==> config.mk <==
export PLATFORM = sky130hd
export DESIGN_NAME = jump_pc
export DESIGN_NICKNAME = d
export VERILOG_FILES = /design/src/rtl/jump_pc.sv
export SDC_FILE = /design/constraint.sdc
export NUM_CORES = 1
export LEC_CHECK = 0
export ABC_CLOCK_PERIOD_IN_PS = 2500
export BUFFER_PORTS_ARGS = -buffer_cell sky130_fd_sc_hd__buf_2
export CAP_MARGIN = 10
export CELL_PAD_IN_SITES_DETAIL_PLACEMENT = 1
export CELL_PAD_IN_SITES_GLOBAL_PLACEMENT = 1
export CORE_UTILIZATION = 33
export DETAILED_ROUTE_END_ITERATION = 8
export GPL_ROUTABILITY_DRIVEN = 0
export PLACE_DENSITY = 0.79
export SYNTH_ARGS = -nofsm -noshare
export SYNTH_HDL_FRONTEND = slang
export SYNTH_SLANG_ARGS = --single-unit
==> constraint.sdc <==
create_clock -name clk -period 2.5 [get_ports clk]
set_input_delay 0.5 -clock clk [delete_from_list [all_inputs] [get_ports clk]]
set_output_delay 0.5 -clock clk [all_outputs]
set_load 0.01 [all_outputs]
==> src/rtl/jump_pc.sv <==
// ---------------------------------------------------------------------------
// jump_pc
//
// Program counter with Hack-style jump evaluation. The ALU result is
// reduced to zero/negative flags. The 3-bit jump field then picks the next
// pc: hold, jump to target, or increment. A taken jump whose target is the
// current pc is the tight-loop halt idiom. When it is seen, the counter
// freezes in HALT until resume is asserted.
//
// Parameters:
//   WIDTH       width of pc, target and alu_out
//   RESET_ADDR  pc value loaded on reset
//
// Ports:
//   clk          system clock, rising edge
//   rst_n        synchronous reset, active-low (overrides everything)
//   alu_out      ALU result of the current instruction
//   jump         {j1,j2,j3}: jump if negative, zero, positive
//   target       jump destination (A register)
//   instr_valid  current instruction is valid this cycle
//   stall        hold pc and all state this cycle
//   resume       leave HALT state (ignored while stalled or in RUN)
//   pc           current instruction address
//   taken        registered: the last update was a jump
//   halted       high while in HALT state
//   zr           combinational: alu_out == 0
//   ng           combinational: alu_out MSB
//   jump_count   (only with JUMP_PC_COUNT_EN) saturating count of taken
//                jumps, halt entries included
//
// Optional feature: define JUMP_PC_COUNT_EN to add the jump_count output.
// ---------------------------------------------------------------------------
module jump_pc #(
    parameter int               WIDTH      = 16,
    parameter logic [WIDTH-1:0] RESET_ADDR = '0
) (
    input  logic             clk,
    input  logic             rst_n,
    input  logic [WIDTH-1:0] alu_out,
    input  logic [2:0]       jump,
    input  logic [WIDTH-1:0] target,
    input  logic             instr_valid,
    input  logic             stall,
    input  logic             resume,
    output logic [WIDTH-1:0] pc,
    output logic             taken,
    output logic             halted,
    output logic             zr,
    output logic             ng
`ifdef JUMP_PC_COUNT_EN
    ,
    output logic [15:0]      jump_count
`endif
);

    typedef enum logic {
        ST_RUN  = 1'b0,
        ST_HALT = 1'b1
    } state_t;

    // Zero detect is built from 8-bit OR reductions. alu_out is zero-padded
    // up to a whole number of bytes so that any WIDTH works.
    localparam int NUM_CHUNKS = (WIDTH + 7) / 8;
    localparam int PAD_W      = NUM_CHUNKS * 8;

    logic [PAD_W-1:0]      alu_pad;
    logic [NUM_CHUNKS-1:0] chunk_or;

    assign alu_pad = PAD_W'(alu_out);

    generate
        for (genvar gi = 0; gi < NUM_CHUNKS; gi++) begin : g_chunk
            assign chunk_or[gi] = |alu_pad[gi*8 +: 8];
        end
    endgenerate

    assign zr = ~|chunk_or;
    assign ng = alu_out[WIDTH-1];

    logic cond;
    assign cond = (jump[2] & ng) | (jump[1] & zr) | (jump[0] & ~ng & ~zr);

    state_t           state_reg, state_next;
    logic [WIDTH-1:0] pc_reg, pc_next;
    logic             taken_reg, taken_next;

    always_comb begin
        state_next = state_reg;
        pc_next    = pc_reg;
        taken_next = taken_reg;
        if (!stall) begin
            case (state_reg)
                ST_RUN: begin
                    if (instr_valid) begin
                        if (cond) begin
                            taken_next = 1'b1;
                            // Jumping to ourselves is the halt idiom. pc
                            // already equals target, so pc is left as is.
                            if (target == pc_reg) begin
                                state_next = ST_HALT;
                            end else begin
                                pc_next = target;
                            end
                        end else begin
                            pc_next    = pc_reg + WIDTH'(1);
                            taken_next = 1'b0;
                        end
                    end else begin
                        taken_next = 1'b0;
                    end
                end
                ST_HALT: begin
                    // instr_valid, jump and target are ignored here.
                    if (resume) begin
                        pc_next    = pc_reg + WIDTH'(1);
                        taken_next = 1'b0;
                        state_next = ST_RUN;
                    end
                end
                default: state_next = ST_RUN;
            endcase
        end
    end

    always_ff @(posedge clk) begin
        if (!rst_n) begin
            state_reg <= ST_RUN;
            pc_reg    <= RESET_ADDR;
            taken_reg <= 1'b0;
        end else begin
            state_reg <= state_next;
            pc_reg    <= pc_next;
            taken_reg <= taken_next;
        end
    end

    assign pc     = pc_reg;
    assign taken  = taken_reg;
    assign halted = (state_reg == ST_HALT);

`ifdef JUMP_PC_COUNT_EN
    // A jump "fires" whenever the RUN-state taken path is chosen. This
    // covers both the plain jump and the halt entry.
    logic        jump_fire;
    logic [15:0] count_reg, count_next;

    assign jump_fire = !stall && (state_reg == ST_RUN) && instr_valid && cond;

    always_comb begin
        count_next = count_reg;
        if (jump_fire && (count_reg != 16'hFFFF)) begin
            count_next = count_reg + 16'd1;
        end
    end

    always_ff @(posedge clk) begin
        if (!rst_n) begin
            count_reg <= 16'd0;
        end else begin
            count_reg <= count_next;
        end
    end

    assign jump_count = count_reg;
`endif

endmodule

# Word level (Yosys, flattened, before mapping)
# Cells that the tools add are included.
op_classes:
  n_reduce_logical: 4
  n_addsub: 1
  bitwise: 9
  n_mux: 14
  n_eq_ne: 4
ops:
  columns: ["operator", "n"]
  rows:
  - ["2-to-1 mux 16 bit", 4]
  - ["case mux 16 bit (2 select lines)", 1]
  - ["adder 16 x 1 -> 16 bit, second input constant", 1]
  - ["== test 16 bit", 1]
  - ["OR reduction 16 bit", 1]
  - ["2-to-1 mux 1 bit", 7]
  - ["AND 1 bit", 4]
  - ["inequality test 2 bit, second input constant", 2]
  - ["case mux 1 bit (2 select lines)", 2]
  - ["AND reduction 4 bit", 1]
  - ["inequality test 3 bit, second input constant", 1]
  - ["inverter 1 bit", 3]
  - ["bitwise OR 1 bit", 2]
  - ["AND reduction 2 bit", 1]
  - ["logical NOT 1 bit", 1]
totals:
  reg_bits: 18
  word_cells: 35
  output_inout_bits: 20

# Logic depth before layout (Yosys ltp)
# Gate-level depths: netlist of run 1.
depth:
  word_depth: 8
  depth_mapped: 7
  ltp_nobuf: 6

# Worst setup path before layout of run 1
# No wires, ideal clock.
synth_timing:
  kind: "input-to-reg"
  startpoint: "in alu_out[11]"
  endpoint: "reg pc_reg[12] (netlist: pc[12])"
  n_path_buf: 0
  required_time_ns: 2.397
  t_arrival_ns: 2.055
  setup_time_ns: 0.103
  slack_ns: 0.342
  stages: 6
  cell_sequence: "nor4_1 -> nand4_1 -> mux2_4 -> nor4_4 -> a211oi_1 -> a2111oi_2"
synth_via:
  elab_chain_cells: 8
  word_cells_on_any_way: 11
  cone_classes: "eq/ne (1); mux (3); bitwise (4); reduce/logical (3)"
synth_rtl:
  columns: ["element", "line", "source"]
  rows:
  - ["from (decl)", "39", "input logic [WIDTH-1:0] alu_out,"]
  - ["OR reduction 16 bit (*)", "77", "assign zr = ~|chunk_or;"]
  - ["logical NOT 1 bit", "77", null]
  - ["AND 1 bit", "81", "assign cond = (jump[2] & ng) | (jump[1] & zr) | (jump[0] & ~ng & ~zr);"]
  - ["bitwise OR 1 bit", "81", null]
  - ["bitwise OR 1 bit (*)", "81", null]
  - ["2-to-1 mux 16 bit", "95", "if (cond) begin"]
  - ["2-to-1 mux 16 bit", "94", "if (instr_valid) begin"]
  - ["case mux 16 bit (2 select lines)", "92", "case (state_reg)"]
  - ["to (signal assigned)", "132", "pc_reg <= pc_next;"]
  - ["to (decl)", "84", "logic [WIDTH-1:0] pc_reg, pc_next;"]
# Every way passes the cells marked *; elsewhere a longest branch is shown, timed or not. The select of a mux whose other input is x is not followed.
# A chain may end at the register's enable or synchronous reset.

# Final worst setup path of run 1
layout_timing:
  startpoint: "reg pc_reg[11] (netlist: pc[11])"
  endpoint: "reg pc_reg[12] (netlist: pc[12])"
layout_via:
  elab_chain_cells: 4
  word_cells_on_any_way: 8
  cone_classes: "add/sub (1); eq/ne (2); mux (4); reduce/logical (1)"
layout_rtl:
  columns: ["element", "line"]
  rows:
  - ["adder 16 x 1 -> 16 bit", "105, 115"]
  - ["2-to-1 mux 16 bit", "95"]
  - ["2-to-1 mux 16 bit", "94"]
  - ["case mux 16 bit (2 select lines)", "92"]
# Several ways; a longest one is shown, not always the timed one. The select of a mux whose other input is x is not followed.

==> results of run 1 <==
## metrics by stage
stage	utilization (%)	hold WS (ns)
after floorplan	-	0.498
after global placement	45.9	0.475
after detailed placement	45.9	0.486
after CTS	47.0	0.496
after global routing	47.0	0.524
final	47.0	0.494
## tightest hold or removal path, cell delays in order, from the launching register on
cell and delay, ns:
dfxtp_1 0.31, o21ai_0 0.08, a21oi_1 0.07
## worst max-delay path by stage
stage / end / slack, ns / depth (start not counted)
detailed placement: pc[12] / 0.08 / 7
CTS: pc[12] / 0.34 / 7
global placement: pc[12] / 0.16 / 7
global route: pc[6] / 0.18 / 6
floorplan: pc[12] / 0.34 / 6
finish: pc[12] / 0.35 / 6
## power by group
| part | internal [W] | leakage (nW) | switching, W |
|---|---|---|---|
| Sequential | 0.000302 | 0.147 | 0.0000233 |
| Clock | 0.000107 | 0.0216 | 0.000107 |
| Combinational | 0.0000812 | 0.648 | 0.000102 |
| Total | 0.000491 | 0.816 | 0.000233 |
## placed cells by master, fill, tap and decap left out, drive strengths merged, types with 3 or more instances in the layout
master	instances
clkbuf	3
mux2i	5
nand2	11
nor2	16
dfxtp	18
nor4	12
xor2	16
nand4	5
a211oi	5
nand3	9
o21ai	12
a21oi	13
buf	68
inv	7
nor3	7
and4	3
## layer usage
layer / GRT usage (%) / part of all wire (%) / vias to the layer above / wire length, um
met4: 5.98 / 0.59 / 0 / 27
li1: - / - / 782 / -
met1: 29.9 / 45 / 758 / 2080
met3: 2.93 / 6.6 / 4 / 304
met5: 0 / 0 / - / 0
met2: 38.9 / 47 / 57 / 2180
## cell type report
type | count | area share (%)
clock buffer | 3 | 2.33
timing repair buffer | 68 | 20.5
sequential | 18 | 20.3
tap | 48 | 3.39
multi-input combinational | 141 | 52.0
inverter | 7 | 1.48
## cell families (layout without fill, tap and decap cells)
family | Yosys count | in the layout | share of synthesized area (%)
and+or+nand+nor | 72 | 72 | 29.3
AOI/OAI and AO/OA | 45 | 45 | 22.2
DFF | 18 | 18 | 26.8
xor gates and xnor gates | 16 | 16 | 10.4
buffers and inverters | 15 | 78 | 4.65
muxes | 7 | 7 | 5.67
adders and majority gates | 1 | 1 | 0.930
==> flow_summary.toml, run 1 <==
[setup_path]
cp_slowest_stage_delay_ns = 0.45
worstSetupEndpointType = "flip-flop"
cp_data_arrival_time_ns = 2.31
critPathLaunchType = "flip-flop"
crit_start = "pc[11]"
critPathTopFamily = "simple AND/OR/NAND/NOR gates"
path_max_fanout = 7
cp_slowest_cell = "nor4_1"
r2r_start = "pc[11]"
crit_type = "flip-flop to flip-flop"
critPathRequiredTime_ns = 2.66
crit_chain = "xor2_1 -> nor4_1 -> nand4_1 -> nand3_1 -> nor2_1 -> a2111oi_2"
crit_buf_inv = 0
reg2regPathDepth = 6
r2r-end = "pc[12]"
reg2reg_slack_ns = 0.35

[flow_run]
maxCapViolations = 0

[layout]
diodes = 0
fillers = 518
multi_input_area_um2 = 922
syn_to_final_growth_pct = 31.8
final_area_um2 = 1770
largest_reg_flops = 16
regArea_um2 = 360
final_nets = 280
fin_cells = 285
drive_gt1_share_pct = 32.5

[detailed_routing]
drc = 0
wl_per_cell_um = 16.1
first_pass_iters = 4
ant_nets = 0
routed_wl_um = 4590
dr_total_vias = 1601
drt_iter0_drc = 64
vias_per_cell = 5.62

[floorplanning]
dieArea_um2 = 4330
ios = 60
row_count = 22
core_um2 = 3770
die_w_um = 65.8
start_util_pct = 35.7
die_h_um = 65.8

[clocking]
clkSlewWorstSetupHoldPaths_ns = 0.07
cts_resized = 0
clkSinkCount = 18
clock_latency_ns = 0.26
cts_inserted_buffers = 3
h-tree-depth = 1
post_cts_buffers = 0
tritoncts = "done"
cts_max_path_buffers = 2
clockRootBuffer = "clkbuf_8"
postCtsHoldBufs = 0

[global_route]
track_usage_pct = 22.8
grt_max_degree = 17
grt_pass1_vias = 1556
grt.overflow.total = 0
grt_pass1_wl_um = 7530
antenna_found_initial = 0

[timing]
grt_setup_unrepaired = "false"
fin_crit_ns = 2.15
relSlewSlack_pct = 54.0
tightest_slew_ns = 0.690
finClkSkew_ns = 0.00246
fin_setup_tns_ns = 0
setup_slack_ns = 0.350
timing.final.hold_violations = 0
maxSlewViolCount = 0
post-route-period-util_pct = 86.0
finalSetupViolations = 0
max_freq_mhz = 465

[placement]
dp_slack_ns = 0.0761
dpl-instance-area_um2 = 1730
port_buffers = 59
hpwl_um = 3600
dp_cells = 282

[synthesis]
synthArstFlopShare_pct = 0
synth_edf_count = 0
synth_common_cells = "dfxtp_1 (18), nor2_1 (16), xor2_1 (16)"
seq_area_frac_synth_pct = 26.8
synth_top_area_cell = "dfxtp_1"
synth_top_area_share_pct = 26.8
post-synth-top-count-cell = "dfxtp_1"
yosysUniqueCellTypes = 43
yosys_warnings = 0
synth_seq_cells = 18
synth.net_count = 215
synth_area_um2 = 1350
synth_cells = 174
ys.flop_type = "dfxtp_1"
syn_area_per_cell_um2 = 7.73
yosys-top-cells-area = "dfxtp_1 (27%), xor2_1 (10%), nor4_1 (5.1%)"

[power_and_ir_drop]
leakagePower_nw = 0.816
power.total_w = 0.000723
ir_worst_vdd_mv = 0.199
power_density_nw_per_um2 = 408

[hold_path]
hp-class = "flip-flop to flip-flop"
min-delay-start = "taken"
holdPathStages = 2
worstHoldEndpoint = "taken"

[status]
status = "complete, no violations"
No activity file was read; power rests on OpenSTA's default activity.
==> inputs of run 2 (changes only) <==
==> config.mk (replaced) <==
export PLATFORM = sky130hd
export DESIGN_NAME = jump_pc
export DESIGN_NICKNAME = d
export VERILOG_FILES = /design/src/rtl/jump_pc.sv
export SDC_FILE = /design/constraint.sdc
export NUM_CORES = 1
export LEC_CHECK = 0
export ABC_CLOCK_PERIOD_IN_PS = 2600
export BUFFER_PORTS_ARGS = -buffer_cell sky130_fd_sc_hd__buf_2
export CAP_MARGIN = 10
export CELL_PAD_IN_SITES_DETAIL_PLACEMENT = 1
export CELL_PAD_IN_SITES_GLOBAL_PLACEMENT = 1
export CORE_UTILIZATION = 36
export CTS_BUF_LIST = sky130_fd_sc_hd__clkbuf_4 sky130_fd_sc_hd__clkbuf_8
export DETAILED_ROUTE_END_ITERATION = 8
export GPL_ROUTABILITY_DRIVEN = 0
export PLACE_DENSITY = 0.85
export SYNTH_ARGS = -nofsm -noshare
export SYNTH_HDL_FRONTEND = slang
export SYNTH_SLANG_ARGS = --single-unit
==> constraint.sdc (replaced) <==
create_clock -name clk -period 2.6 [get_ports clk]
set_input_delay 0.52 -clock clk [delete_from_list [all_inputs] [get_ports clk]]
set_output_delay 0.52 -clock clk [all_outputs]
set_load 0.01 [all_outputs]
==> run 2 against run 1 <==
Flip-flop and latch count did not move. Sequential power fell by 3%. First-iteration DRC count rose by 31%. Count of clock-buffer cells in the layout rose by 1. Critical path depth rose by 2. Global-route usage rose by 2.1 points. Wire length rose by 3.7%. Largest power group unchanged. Worst setup slack got worse by 0.018 ns. Via count rose by 3.7%. Final area fell by 1.1%. Sequential share of layout area rose by 0.22 points. Die area fell by 8.1%.
==> flow_summary.toml, run 2 (same netlist as run 1, synthesis figures left out) <==
[status]
status = "complete, no violations"

[global_route]
grt_pass1_wl_um = 7860
grt.overflow.total = 0
antenna_found_initial = 0
grt_pass1_vias = 1670
track_usage_pct = 24.9
grt_max_degree = 17

[detailed_routing]
drt_iter0_drc = 84
first_pass_iters = 4
ant_nets = 0
vias_per_cell = 5.93
wl_per_cell_um = 17.0
drc = 0
routed_wl_um = 4760
dr_total_vias = 1661

[setup_path]
cp_slowest_cell = "nor3_2"
crit_type = "input port to flip-flop"
cp_slowest_stage_delay_ns = 0.43
critPathRequiredTime_ns = 2.76
cp_data_arrival_time_ns = 2.43
path_max_fanout = 9
worstSetupEndpointType = "flip-flop"
critPathLaunchType = "input port"
crit_chain = "buf_2 -> nor4_1 -> nand4_1 -> mux2i_1 -> buf_4 -> nor3_2 -> a211oi_1 -> a2111oi_2"

[layout]
drive_gt1_share_pct = 31.6
final_common_cell = "buf_2"
fillers = 478
diodes = 0
largest_reg_flops = 16
syn_to_final_growth_pct = 30.4
layout.cells.most_common_list = "buf_2 (59), dfxtp_1 (18), nor2_1 (16), xor2_1 (16), a21oi_1 (13)"
fin_cells = 280
final_nets = 276
multi_input_area_um2 = 922
regArea_um2 = 360

[clocking]
cts_inserted_buffers = 3
clkSinkCount = 18
clock_latency_ns = 0.26
h-tree-depth = 1
post_cts_buffers = 0
clockRootBuffer = "clkbuf_8"
cts_max_path_buffers = 2
tritoncts = "done"
clkSlewWorstSetupHoldPaths_ns = 0.08
cts_resized = 0
postCtsHoldBufs = 0

[floorplanning]
core_um2 = 3470
dieArea_um2 = 3980
row_count = 21
ios = 60
die_w_um = 63.1
die_h_um = 63.1
start_util_pct = 38.8

[placement]
port_buffers = 59
dp_cells = 276
hpwl_um = 3580

[timing]
post-route-period-util_pct = 87.2
fin_setup_tns_ns = 0
finalSetupViolations = 0
relSlewSlack_pct = 55.2
fin_crit_ns = 2.27
grt_setup_unrepaired = "false"
timing.final.hold_violations = 0
maxSlewViolCount = 0
max_freq_mhz = 441
tightest_slew_ns = 0.672
finClkSkew_ns = 0.00281

[power_and_ir_drop]
netSwitchingFraction_pct = 31.3
power_frac_seq_pct = 43.1
power_density_nw_per_um2 = 416
power_frac_comb_pct = 24.1
intPower_w = 0.000501
ir_worst_vdd_mv = 0.239
p_switching_w = 0.000229
leakagePower_nw = 0.804
power_frac_clock_pct = 32.8

[flow_run]
maxCapViolations = 0

[hold_path]
hp-class = "flip-flop to flip-flop"
## run 2: cell count changes in the layout (fill, tap and decap cells not counted)
cell,change
buf_4,-4
clkbuf_8,+1
## run 2: path summary, 6_finish.rpt
check	start	endpoint	slack (ns)	cells past startpoint
setup reg to reg	pc[11]	pc[6]	0.37	6
hold reg to reg	taken	taken	0.47	2
hold / removal	taken	taken	0.47	2
setup / recovery	alu_out[15]	pc[12]	0.33	8
## run 2: layout make-up
cell class,count,area share [%]
flip-flops and latches,18,20.5
inverters,7,1.50
multi-input cells,141,52.6
clock buffers,4,3.14
well taps,46,3.28
repair buffers,64,19.0
## run 2: worst max-delay path: cells and delay by family
kind | cells | cell delay, ns
simple gates | 3 | 0.94
mux | 1 | 0.17
buf+inv | 2 | 0.29
compound gates | 2 | 0.50
## run 2: routing by layer
metal  vias up  track usage (%)  routed length [um]
met5         -                0                   0
met4         0             10.2                 121
met3        15             5.07                 372
met2        79             42.5                2230
met1       795             30.1                2030
li1        772                -                   -
## run 2: power groups by stage
stage               logic (W)  clock network (W)  registers (W)
floorplan           0.0000872                  0       0.000321
global route         0.000193           0.000262       0.000317
CTS                  0.000174           0.000244       0.000313
finish               0.000176           0.000239       0.000315
detailed placement   0.000173                  0       0.000320
global placement     0.000169                  0       0.000319
## run 2: through the flow
stage	util (%)	worst slack (ns)	total power, W	hold slack (ns)	cell area, um2
CTS	50.6	0.350	0.000732	0.480	1750
finish	50.6	0.332	0.000729	0.475	1750
global placement	49.0	0.177	0.000488	0.473	1700
detailed placement	49.0	0.0694	0.000492	0.469	1700
global route	50.6	0.0562	0.000772	0.507	1750
floorplan	-	0.422	0.000408	0.498	1350
==> inputs of run 3 (changes only) <==
--- a/config.mk
+++ b/config.mk
@@ -10,11 +10,12 @@
 export CAP_MARGIN = 10
 export CELL_PAD_IN_SITES_DETAIL_PLACEMENT = 1
 export CELL_PAD_IN_SITES_GLOBAL_PLACEMENT = 1
-export CORE_UTILIZATION = 36
+export CORE_UTILIZATION = 25
 export CTS_BUF_LIST = sky130_fd_sc_hd__clkbuf_4 sky130_fd_sc_hd__clkbuf_8
 export DETAILED_ROUTE_END_ITERATION = 8
 export GPL_ROUTABILITY_DRIVEN = 0
-export PLACE_DENSITY = 0.85
+export HOLD_SLACK_MARGIN = 0.12
+export PLACE_DENSITY = 0.63
 export SYNTH_ARGS = -nofsm -noshare
 export SYNTH_HDL_FRONTEND = slang
 export SYNTH_SLANG_ARGS = --single-unit
==> run 3 against run 2 <==
Worst setup slack gained 0.11 ns. Final area grew 3.4%. Critical path depth is the same. Count of clock-buffer cells in the layout is the same. Worst hold slack gained 0.019 ns. Largest power group unchanged.
==> flow_summary.toml, run 3 (same netlist as run 1, synthesis figures left out) <==
[status]
status = "complete, no violations"

[detailed_routing]
ant_nets = 0
wl_per_cell_um = 15.1
drt_iter0_drc = 28
routed_wl_um = 4670
first_pass_iters = 4
dr_total_vias = 1578
drc = 0
vias_per_cell = 5.12

[placement]
hpwl_um = 3680
dpl-instance-area_um2 = 1760
port_buffers = 59
dp_cells = 304

[layout]
syn_to_final_growth_pct = 34.9
layout.cells.most_common_list = "buf_2 (59), dfxtp_1 (18), nor2_1 (16), xor2_1 (16), a21oi_1 (13)"
final_nets = 280
final_common_cell = "buf_2"
final_area_um2 = 1810
drive_gt1_share_pct = 32.8
diodes = 0
largest_reg_flops = 16
fin_cells = 308

[global_route]
grt.overflow.total = 0
grt_pass1_wl_um = 7200
met3_usage_pct = 3.17
top_usage_layer = "met2"
antenna_found_initial = 0
use_met1_pct = 22.3
grt_max_degree = 13
grt_pass1_vias = 1467
track_usage_pct = 17.5
grt.met2_usage_pct = 29.7

[timing]
grt_setup_unrepaired = "false"
finalSetupViolations = 0
timing.final.hold_violations = 0
post-route-period-util_pct = 83.2
fin_setup_tns_ns = 0
relSlewSlack_pct = 66.4
maxSlewViolCount = 0
max_freq_mhz = 462
tightest_slew_ns = 0.500
finClkSkew_ns = 0.00436
fin_crit_ns = 2.16

[clocking]
clkSinkCount = 18
postCtsHoldBufs = 0
cts_inserted_buffers = 3
post_cts_buffers = 0
clockRootBuffer = "clkbuf_8"
h-tree-depth = 1
cts_resized = 0
cts_max_path_buffers = 2
clock_latency_ns = 0.26
tritoncts = "done"
clkSlewWorstSetupHoldPaths_ns = 0.08

[power_and_ir_drop]
ir_worst_vdd_mv = 0.163
leakagePower_nw = 0.824
power_density_nw_per_um2 = 404

[floorplanning]
ios = 60
dieArea_um2 = 5680
core_um2 = 5140
die_w_um = 75.4
row_count = 26
die_h_um = 75.4
start_util_pct = 26.2

[setup_path]
path_max_fanout = 5
crit_start = "alu_out[15]"
crit_type = "input port to flip-flop"
critPathRequiredTime_ns = 2.79
cp_data_arrival_time_ns = 2.36
worstSetupEndpointType = "flip-flop"
r2r_start = "pc[11]"
critPathLaunchType = "input port"

[hold_path]
min-delay-start = "taken"
hp-class = "flip-flop to flip-flop"

[flow_run]
maxCapViolations = 0
## run 3: cell count changes in the layout (fill, tap and decap cells not counted)
| cell | change |
|---|---|
| buf_4 | +4 |
## run 3: worst max-delay path, cell delays in order
cell and delay, ns:
buf_2 0.12, nor4_1 0.28, nand4_1 0.22, mux2i_1 0.41, buf_4 0.22, nand3_1 0.09
or3_1 0.33, a31oi_1 0.17
## run 3: path summary, 6_finish.rpt
check | to | slack, ns | depth (start not counted)
setup / recovery | pc[9] | 0.44 | 8
hold / removal | taken | 0.49 | 2
setup reg to reg | pc[6] | 0.45 | 6
hold reg to reg | taken | 0.49 | 2
## run 3: power by group
part	switching [W]	leakage [nW]	internal (W)	total, W
Sequential	0.0000226	0.147	0.000290	0.000313
Clock	0.000108	0.0288	0.000135	0.000243
Combinational	0.0000983	0.648	0.0000791	0.000177
Total	0.000229	0.824	0.000504	0.000734
## run 3: layout make-up
cell class | count | area [um2]
fill | 666 | 3330
multi-input combinational | 141 | 922
sequential | 18 | 360
inverter | 7 | 26.3
timing repair buffer | 68 | 363
tap | 70 | 87.6
clock buffer | 4 | 55.1
## run 3: metal layers
layer,share of wire [%],vias to the layer above
li1,-,781
met1,46,737
met4,1.2,0
met5,0,-
met2,46,55
met3,6.6,5
## run 3: metrics by stage
| step | worst slack (ns) | util [%] | total power [W] | hold slack [ns] |
|---|---|---|---|---|
| global route | 0.229 | 35.3 | 0.000775 | 0.522 |
| CTS | 0.427 | 35.3 | 0.000737 | 0.501 |
| floorplan | 0.422 | - | 0.000408 | 0.498 |
| global placement | 0.166 | 34.2 | 0.000496 | 0.485 |
| finish | 0.437 | 35.3 | 0.000734 | 0.493 |
| detailed placement | 0.170 | 34.2 | 0.000497 | 0.489 |
